$ cat src/rtl/memoire_pkg.sv
// Shared definitions for the save memory and its manager:
// state encoding, default widths and RW direction encoding.
package memoire_pkg;

    localparam int ADDR_W_DEF = 7;
    localparam int DATA_W_DEF = 7;

    localparam logic RW_READ  = 1'b1;
    localparam logic RW_WRITE = 1'b0;

    typedef enum logic [1:0] {
        ST_CLEAR  = 2'd0,
        ST_IDLE   = 2'd1,
        ST_ACCESS = 2'd2
    } state_t;

endpackage

$ cat src/rtl/mem_array_sp.sv
// Single-port storage array: synchronous write, registered read.
// Storage and read register are deliberately left without reset.
module mem_array_sp #(
    parameter int AW    = 7,
    parameter int DW    = 7,
    parameter int DEPTH = 2**AW
) (
    input  logic          i_clk,
    input  logic          i_we,
    input  logic          i_re,
    input  logic [AW-1:0] i_addr,
    input  logic [DW-1:0] i_wdata,
    output logic [DW-1:0] o_rdata
);

    logic [DW-1:0] r_mem [DEPTH];

    // Write port
    always_ff @(posedge i_clk) begin
        if (i_we) r_mem[i_addr] <= i_wdata;
    end

    // Read port, holds last read word when not enabled
    always_ff @(posedge i_clk) begin
        if (i_re) o_rdata <= r_mem[i_addr];
    end

endmodule

$ cat src/rtl/memoire_sauvegarde.sv
// Latch-strobed save memory serving the save-memory manager.
// Macro MEM_SAUVEGARDE_CLEAR_EN enables the post-reset clear sweep.
module memoire_sauvegarde
    import memoire_pkg::*;
#(
    parameter int ADDR_W = ADDR_W_DEF,
    parameter int DATA_W = DATA_W_DEF,
    parameter int DEPTH  = 2**ADDR_W
) (
    input  logic              Clk,
    input  logic              Rst_n,
    input  logic [ADDR_W-1:0] AddOut,
    input  logic [DATA_W-1:0] DataBusIn,
    input  logic              RW,
    input  logic              Latch,
    output logic [DATA_W-1:0] DataBusOut,
    output logic              Busy,
    output logic              Err
);

    state_t              r_state;
    state_t              w_next;
    logic                r_latch_q;
    logic [ADDR_W-1:0]   r_add_q;
    logic                r_rw_q;
    logic [DATA_W-1:0]   r_dat_q;
    logic                r_err;
    logic [DATA_W-1:0]   r_dout;
    logic                r_show_rd;
    logic                w_strobe;
    logic                w_capture;
    logic                w_we;
    logic                w_re;
    logic [ADDR_W-1:0]   w_addr;
    logic [DATA_W-1:0]   w_wdata;
    logic [DATA_W-1:0]   w_rdata;
`ifdef MEM_SAUVEGARDE_CLEAR_EN
    logic [ADDR_W-1:0]   r_clr_addr;
`endif

    assign w_strobe = Latch & ~r_latch_q;

`ifdef MEM_SAUVEGARDE_CLEAR_EN
    assign Busy = (r_state == ST_CLEAR);
`else
    assign Busy = 1'b0;
`endif

    // Reads show the array port directly; writes show the latched data
    assign DataBusOut = r_show_rd ? w_rdata : r_dout;
    assign Err        = r_err;

    // State register
    always_ff @(posedge Clk or negedge Rst_n) begin
        if (!Rst_n) begin
`ifdef MEM_SAUVEGARDE_CLEAR_EN
            r_state <= ST_CLEAR;
`else
            r_state <= ST_IDLE;
`endif
        end else begin
            r_state <= w_next;
        end
    end

    // Next state and array control
    always_comb begin
        w_next    = r_state;
        w_capture = 1'b0;
        w_we      = 1'b0;
        w_re      = 1'b0;
        w_addr    = r_add_q;
        w_wdata   = r_dat_q;
        unique case (r_state)
`ifdef MEM_SAUVEGARDE_CLEAR_EN
            ST_CLEAR: begin
                w_we    = 1'b1;
                w_addr  = r_clr_addr;
                w_wdata = '0;
                if (r_clr_addr == ADDR_W'(DEPTH - 1)) w_next = ST_IDLE;
            end
`endif
            ST_IDLE: begin
                if (w_strobe) begin
                    w_capture = 1'b1;
                    w_next    = ST_ACCESS;
                end
            end
            ST_ACCESS: begin
                w_next = ST_IDLE;
                if (r_rw_q == RW_READ) w_re = 1'b1;
                else                   w_we = 1'b1;
            end
            default: w_next = ST_IDLE;
        endcase
    end

    // Edge detect, capture registers, output register and error flag
    always_ff @(posedge Clk or negedge Rst_n) begin
        if (!Rst_n) begin
            r_latch_q <= 1'b0;
            r_add_q   <= '0;
            r_rw_q    <= 1'b0;
            r_dat_q   <= '0;
            r_err     <= 1'b0;
            r_dout    <= '0;
            r_show_rd <= 1'b0;
        end else begin
            r_latch_q <= Latch;
            if (w_strobe && Busy) r_err <= 1'b1;
            if (w_capture) begin
                r_add_q <= AddOut;
                r_rw_q  <= RW;
                r_dat_q <= DataBusIn;
            end
            if (r_state == ST_ACCESS) begin
                if (r_rw_q == RW_READ) begin
                    r_show_rd <= 1'b1;
                end else begin
                    r_show_rd <= 1'b0;
                    r_dout    <= r_dat_q;
                end
            end
        end
    end

`ifdef MEM_SAUVEGARDE_CLEAR_EN
    // Clear sweep address, restarts from zero on every reset
    always_ff @(posedge Clk or negedge Rst_n) begin
        if (!Rst_n)                 r_clr_addr <= '0;
        else if (r_state == ST_CLEAR) r_clr_addr <= r_clr_addr + 1'b1;
    end
`endif

    mem_array_sp #(
        .AW    (ADDR_W),
        .DW    (DATA_W),
        .DEPTH (DEPTH)
    ) u_array (
        .i_clk   (Clk),
        .i_we    (w_we),
        .i_re    (w_re),
        .i_addr  (w_addr),
        .i_wdata (w_wdata),
        .o_rdata (w_rdata)
    );

endmodule

$ cat config.mk
export PLATFORM = sky130hd
export DESIGN_NAME = memoire_sauvegarde
export DESIGN_NICKNAME = d
export VERILOG_FILES = /design/src/rtl/memoire_pkg.sv /design/src/rtl/mem_array_sp.sv /design/src/rtl/memoire_sauvegarde.sv
export SDC_FILE = /design/constraint.sdc
export NUM_CORES = 1
export LEC_CHECK = 0
export BUFFER_PORTS_ARGS = -buffer_cell sky130_fd_sc_hd__buf_2
export CAP_MARGIN = 20
export CORE_MARGIN = 3
export CORE_UTILIZATION = 30
export DETAILED_ROUTE_END_ITERATION = 16
export GPL_TIMING_DRIVEN = 1
export HOLD_SLACK_MARGIN = 0.06
export SLEW_MARGIN = 40
export SYNTH_ARGS = -nofsm -noshare
export SYNTH_HDL_FRONTEND = slang
export SYNTH_HIERARCHICAL = 1
export SYNTH_SLANG_ARGS = --single-unit
export TNS_END_PERCENT = 30
$ cat constraint.sdc
create_clock -name Clk -period 2.25 [get_ports Clk]
set_input_delay 0.1125 -clock Clk [delete_from_list [all_inputs] [get_ports Clk]]
set_output_delay 0.1125 -clock Clk [all_outputs]
set_load 0.01 [all_outputs]
Word-level counts from Yosys, hierarchy flattened --
Memories as Yosys holds them, arrays and structs flattened. A register that Yosys moved wholly into a read port is not among the register bits. Index checks and enable logic that the tools add are counted.
Storage, ports and cells: output and inout port bits 9, word-level logic and storage cells 26, memories kept 1, memory bits (writable) 896, register bits 26, input bits 18
Memory list:
- u_array.r_mem | words 128, bits a word 7, rd ports 1, clocked after memory_dff 1, wr ports 1, RTL line mem_array_sp.sv:16 | logic [DW-1:0] r_mem [DEPTH];
Operators by class: reductions and logical operators 1, bitwise logic cells 3, muxes and demuxes 11, eq/ne operators 3
Operator list (number):
- two-way mux 1 bit | 8
- two-way mux 7 bit | 1
- two-way mux 2 bit | 2
- equality test 2 x 1 -> 1 bit, second input constant | 1
- equality test 2 bit, second input constant | 1
- inequality test 2 bit, second input constant | 1
- NOT 1 bit | 2
- AND reduction 2 bit | 1
- bitwise AND 1 bit | 1

Logic depth before layout (Yosys ltp) --
depth in word-level cells 4, depth in mapped cells 12, depth with buffers taken out 7

Hierarchy --
The synthesis kept the hierarchy.
By module, submodules not included:
- mem_array_sp | instances 1, area each 35272.6 µm², cells each 2171, seq. area each 27116.0 µm²
- memoire_sauvegarde | instances 1, area each 1119.8 µm², cells each 67, seq. area each 651.9 µm²

Worst setup path after synthesis --
Ideal clock, no wire load.
kind register -> register, from reg r_add_q[2], to mem u_array.r_mem[54][0], enable pin, setup time 0.360 ns, arrival 2.113 ns, period minus slack after synthesis 2.473 ns, setup slack -0.223 ns, cell stages (with the launch flop) 10, data required time 1.890 ns, buffers on the path 6, cells stage by stage dfrtp_1 > buf_4 > buf_4 > buf_4 > buf_2 > and2_0 > clkbuf_1 > nand2_1 > clkbuf_1 > nor2_1
RTL lines:
- start, declared | RTL line memoire_sauvegarde.sv:24 | logic [ADDR_W-1:0] r_add_q;
- start signal, assigned | RTL line memoire_sauvegarde.sv:112 | r_add_q <= AddOut;
- end, declared | RTL line mem_array_sp.sv:16
Straight into the memory's write port.

==> results.tsv <==
stage	metric	value	unit
clock_network	TritonCTS buffer count	95	
critical_path	Worst Setup SP	r_add_q[2]	
clock_network	Skew-Pair Late Insertion Delay	690	ps
floorplanning	initial core utilization	30.3	%
synthesis	number of synthesized register bits	929	
cells_and_area	FILL cells	10823	
cells_and_area	layout cells sized above 1	37.5	%
critical_path	CP arrival	3250	ps
drt	DRC	0	
sta	Final Setup Violations	249	
drt	DRT Pass-1 Iters	7	
synthesis	top cells by count, synth	edfxtp_1, nor2_1, a221oi_1	
hold_path	HP Class	in -> reg	
synthesis	Cell variety after synth	64	
floorplanning	Die Y	354	um
sta	period utilisation layout	125	%
power_and_ir_drop	Pwr per Cell Area	1010	nW/um2
job	Max-cap violations	0	
critical_path	CP endpoint kind	flop	
drt	final WL	122000	um
critical_path	RR Startpoint	r_add_q[2]	
cells_and_area	Area growth, synth to finish	33.6	%
cells_and_area	final instance area	48600	um2
critical_path	Max FO, Critical Path	8	
drt	vias post-DR	24167	
synthesis	most common cell in the netlist	edfxtp_1	
critical_path	Crit path required time	2690	ps
critical_path	Crit-path slowest cell	dfrtp_4	
critical_path	crit path launch type	flop	
critical_path	WP depth	9	
status	status	finished with violations	
placement	gpl congestion	0.996	
critical_path	kind of critical path	reg -> reg	
cells_and_area	# nets final	2804	
sta	max-slew violations	0	
critical_path	slowest stage delay, CP	510	ps
sta	final hold slack	88.0	ps
global_route	gr ovfl total	0	
placement	# port buffers	24	
global_route	vias in the first global route	23690	
floorplanning	IO Count	27	
cells_and_area	ANT cells	0	
power_and_ir_drop	VDD IR max	0.775	mV
global_route	GR Util All Layers	18.7	%
sta	Worst Max-Slew Pin Slew	878	ps
global_route	largest net degree at the start of global routing	131	
synthesis	Top FF cell, synth	edfxtp_1	
sta	fin crit period	2810	ps
drt	DR WL/cell	27.2	um
clock_network	CTS sink cnt	929	
clock_network	CTS tree	yes	
sta	Fin. Hold Viols	0	
global_route	global-route wire length before repair	171000	um
placement	DP Wirelength	78700	um
sta	RSZ-0062 raised after global routing	true	
cells_and_area	sequential cell area	27800	um2
synthesis	share of the synthesized area in the top cell type	74.5	%
critical_path	R2R Path End	u_array/o_rdata[0]	
clock_network	Root Buffer	clkbuf_16	
cells_and_area	Post-Route Utilization	40.5	%
critical_path	Bufs and invs on worst path	3	
status	failing checks	negative setup slack	
synthesis	Mapped Cells	2238	
critical_path	worst reg-to-reg setup slack	-560	ps
synthesis	cell taking the most area after synthesis	edfxtp_1	
synthesis	Post-Syn Area per Cell	16.3	um2
global_route	initial antenna violation count	2	
clock_network	Worst-path clk slew	70	ps
synthesis	Post-synth EDFFs	903	
critical_path	CP top delay family	compound AO/OA/AOI/OAI gates	
critical_path	FF-to-FF path depth	9	
drt	DR vias/cell	5.40	
floorplanning	core box area	120000	um2
sta	slew margin rel.	41.5	%
drt	post-route ant nets	0	
synthesis	fraction of registers with async set/reset	2.80	%
synthesis	synthesized area	36400	um2
drt	1st-iter DRT viols	3248	
floorplanning	die area	126000	um2
sta	f_max	356	MHz
placement	Post-Place Worst Slack	-874	ps
cells_and_area	area of the multi-input gates	9490	um2
sta	Clock Skews	44.4	ps
critical_path	crit path to	u_array/o_rdata[0]	
synthesis	yosys warns	6	
power_and_ir_drop	Leak Pwr	16.5	nW
clock_network	H-tree depth	3	
floorplanning	FP Rows	127	
synthesis	sequential cell area fraction in the yosys report	76.3	%
placement	placed cell area	42900	um2
synthesis	Synth area leaders	edfxtp_1, a221oi_1, mux2i_1	
sta	slack of the critical path	-559	ps
critical_path	Cell Chain, Critical Path	buf_6 > nor2b_4 > buf_12 > buf_12 > a221oi_2 > nor2_1 > o311ai_1 > a32oi_1 > mux2_4	
clock_network	Clock Path Buffers	3	
floorplanning	Die W	354	um
critical_path	CP most frequent cell	buf_12	
-- state kept, by name (all words and copies together), names as in the netlist --
register,count
u_array/r_mem,896
r_dat_q,7
u_array/o_rdata,7
r_show_rd,1
r_latch_q,1
r_rw_q,1
r_dout,7
r_state,2
r_add_q,7
-- metrics by stage --
stage          power, mW  std cells  setup TNS [ps]
3_3_place_gp        31.5       4229         -118900
6_report            48.9       4473           -9430
5_1_grt             50.3       4473           -8430
3_5_place_dp        31.6       4229         -104320
4_1_cts             48.3       4458           -4190
2_1_floorplan       25.5       2239          -35340
-- power by group --
part	total [mW]	leakage [nW]	switching, mW	internal, mW
logic	12.7	6.56	7.35	5.31
clock network	15.7	1.49	6.64	9.04
registers	20.6	8.43	0.560	20.0
-- layout make-up --
cell class | count | area share, %
clock inverter | 61 | 1.31
inverter | 5 | 0.0386
timing repair buffer | 622 | 12.8
multi-input combinational | 1133 | 19.5
clock buffer | 111 | 5.01
sequential | 929 | 57.2
tap | 1612 | 4.15
-- cells by family (layout without fill, tap and decap cells) --
| family | count (synthesis) | in the layout | synth area share, % |
|---|---|---|---|
| multiplexers | 178 | 178 | 5.36 |
| buffers and inverters | 177 | 799 | 2.31 |
| flip-flops | 929 | 929 | 76.3 |
| AO/OA/AOI/OAI | 611 | 611 | 12.0 |
| other | 1 | 2 | 0.0103 |
| AND/OR/NAND/NOR | 342 | 342 | 3.99 |
-- layer usage --
| layer | track usage [%] | up-vias | wire [um] |
|---|---|---|---|
| met2 | 29.5 | 1323 | 56400 |
| li1 | - | 10156 | - |
| met4 | 7.92 | 4 | 5090 |
| met3 | 4.47 | 248 | 11600 |
| met1 | 24.8 | 12436 | 48500 |
| met5 | 0.615 | - | 121 |
-- worst min-delay path by stage --
stage / end / cells past startpoint / start / slack [ps]
global placement: r_dat_q[2] / 1 / Rst_n / 200
CTS: r_latch_q / 2 / Latch / 60
detailed placement: r_dat_q[2] / 1 / Rst_n / 200
finish: r_latch_q / 2 / Latch / 90
floorplan: r_add_q[0] / 0 / Rst_n / -180
global route: r_latch_q / 2 / Latch / 80
-- timing repair --
item                       CTS  global route
hold endpoints to repair    44             0
gates resized for setup    229           212
setup endpoints to repair  902           426
gates cloned                 7             5
hold buffers                19             0
pin swaps                   39            58
setup buffers               31            15
-- placed cells by master (no fill, tap or decap), types with 46 or more instances in the layout --
cell type / count
buf_12: 77
mux2i_1: 114
o22ai_1: 59
nor2_4: 71
nor2_1: 92
nand2_1: 72
clkbuf_16: 100
buf_6: 53
a21oi_1: 89
a22oi_1: 46
edfxtp_1: 903
buf_4: 421
a221oi_1: 98
a22o_1: 75
No activity file was read; power rests on OpenSTA's default activity.
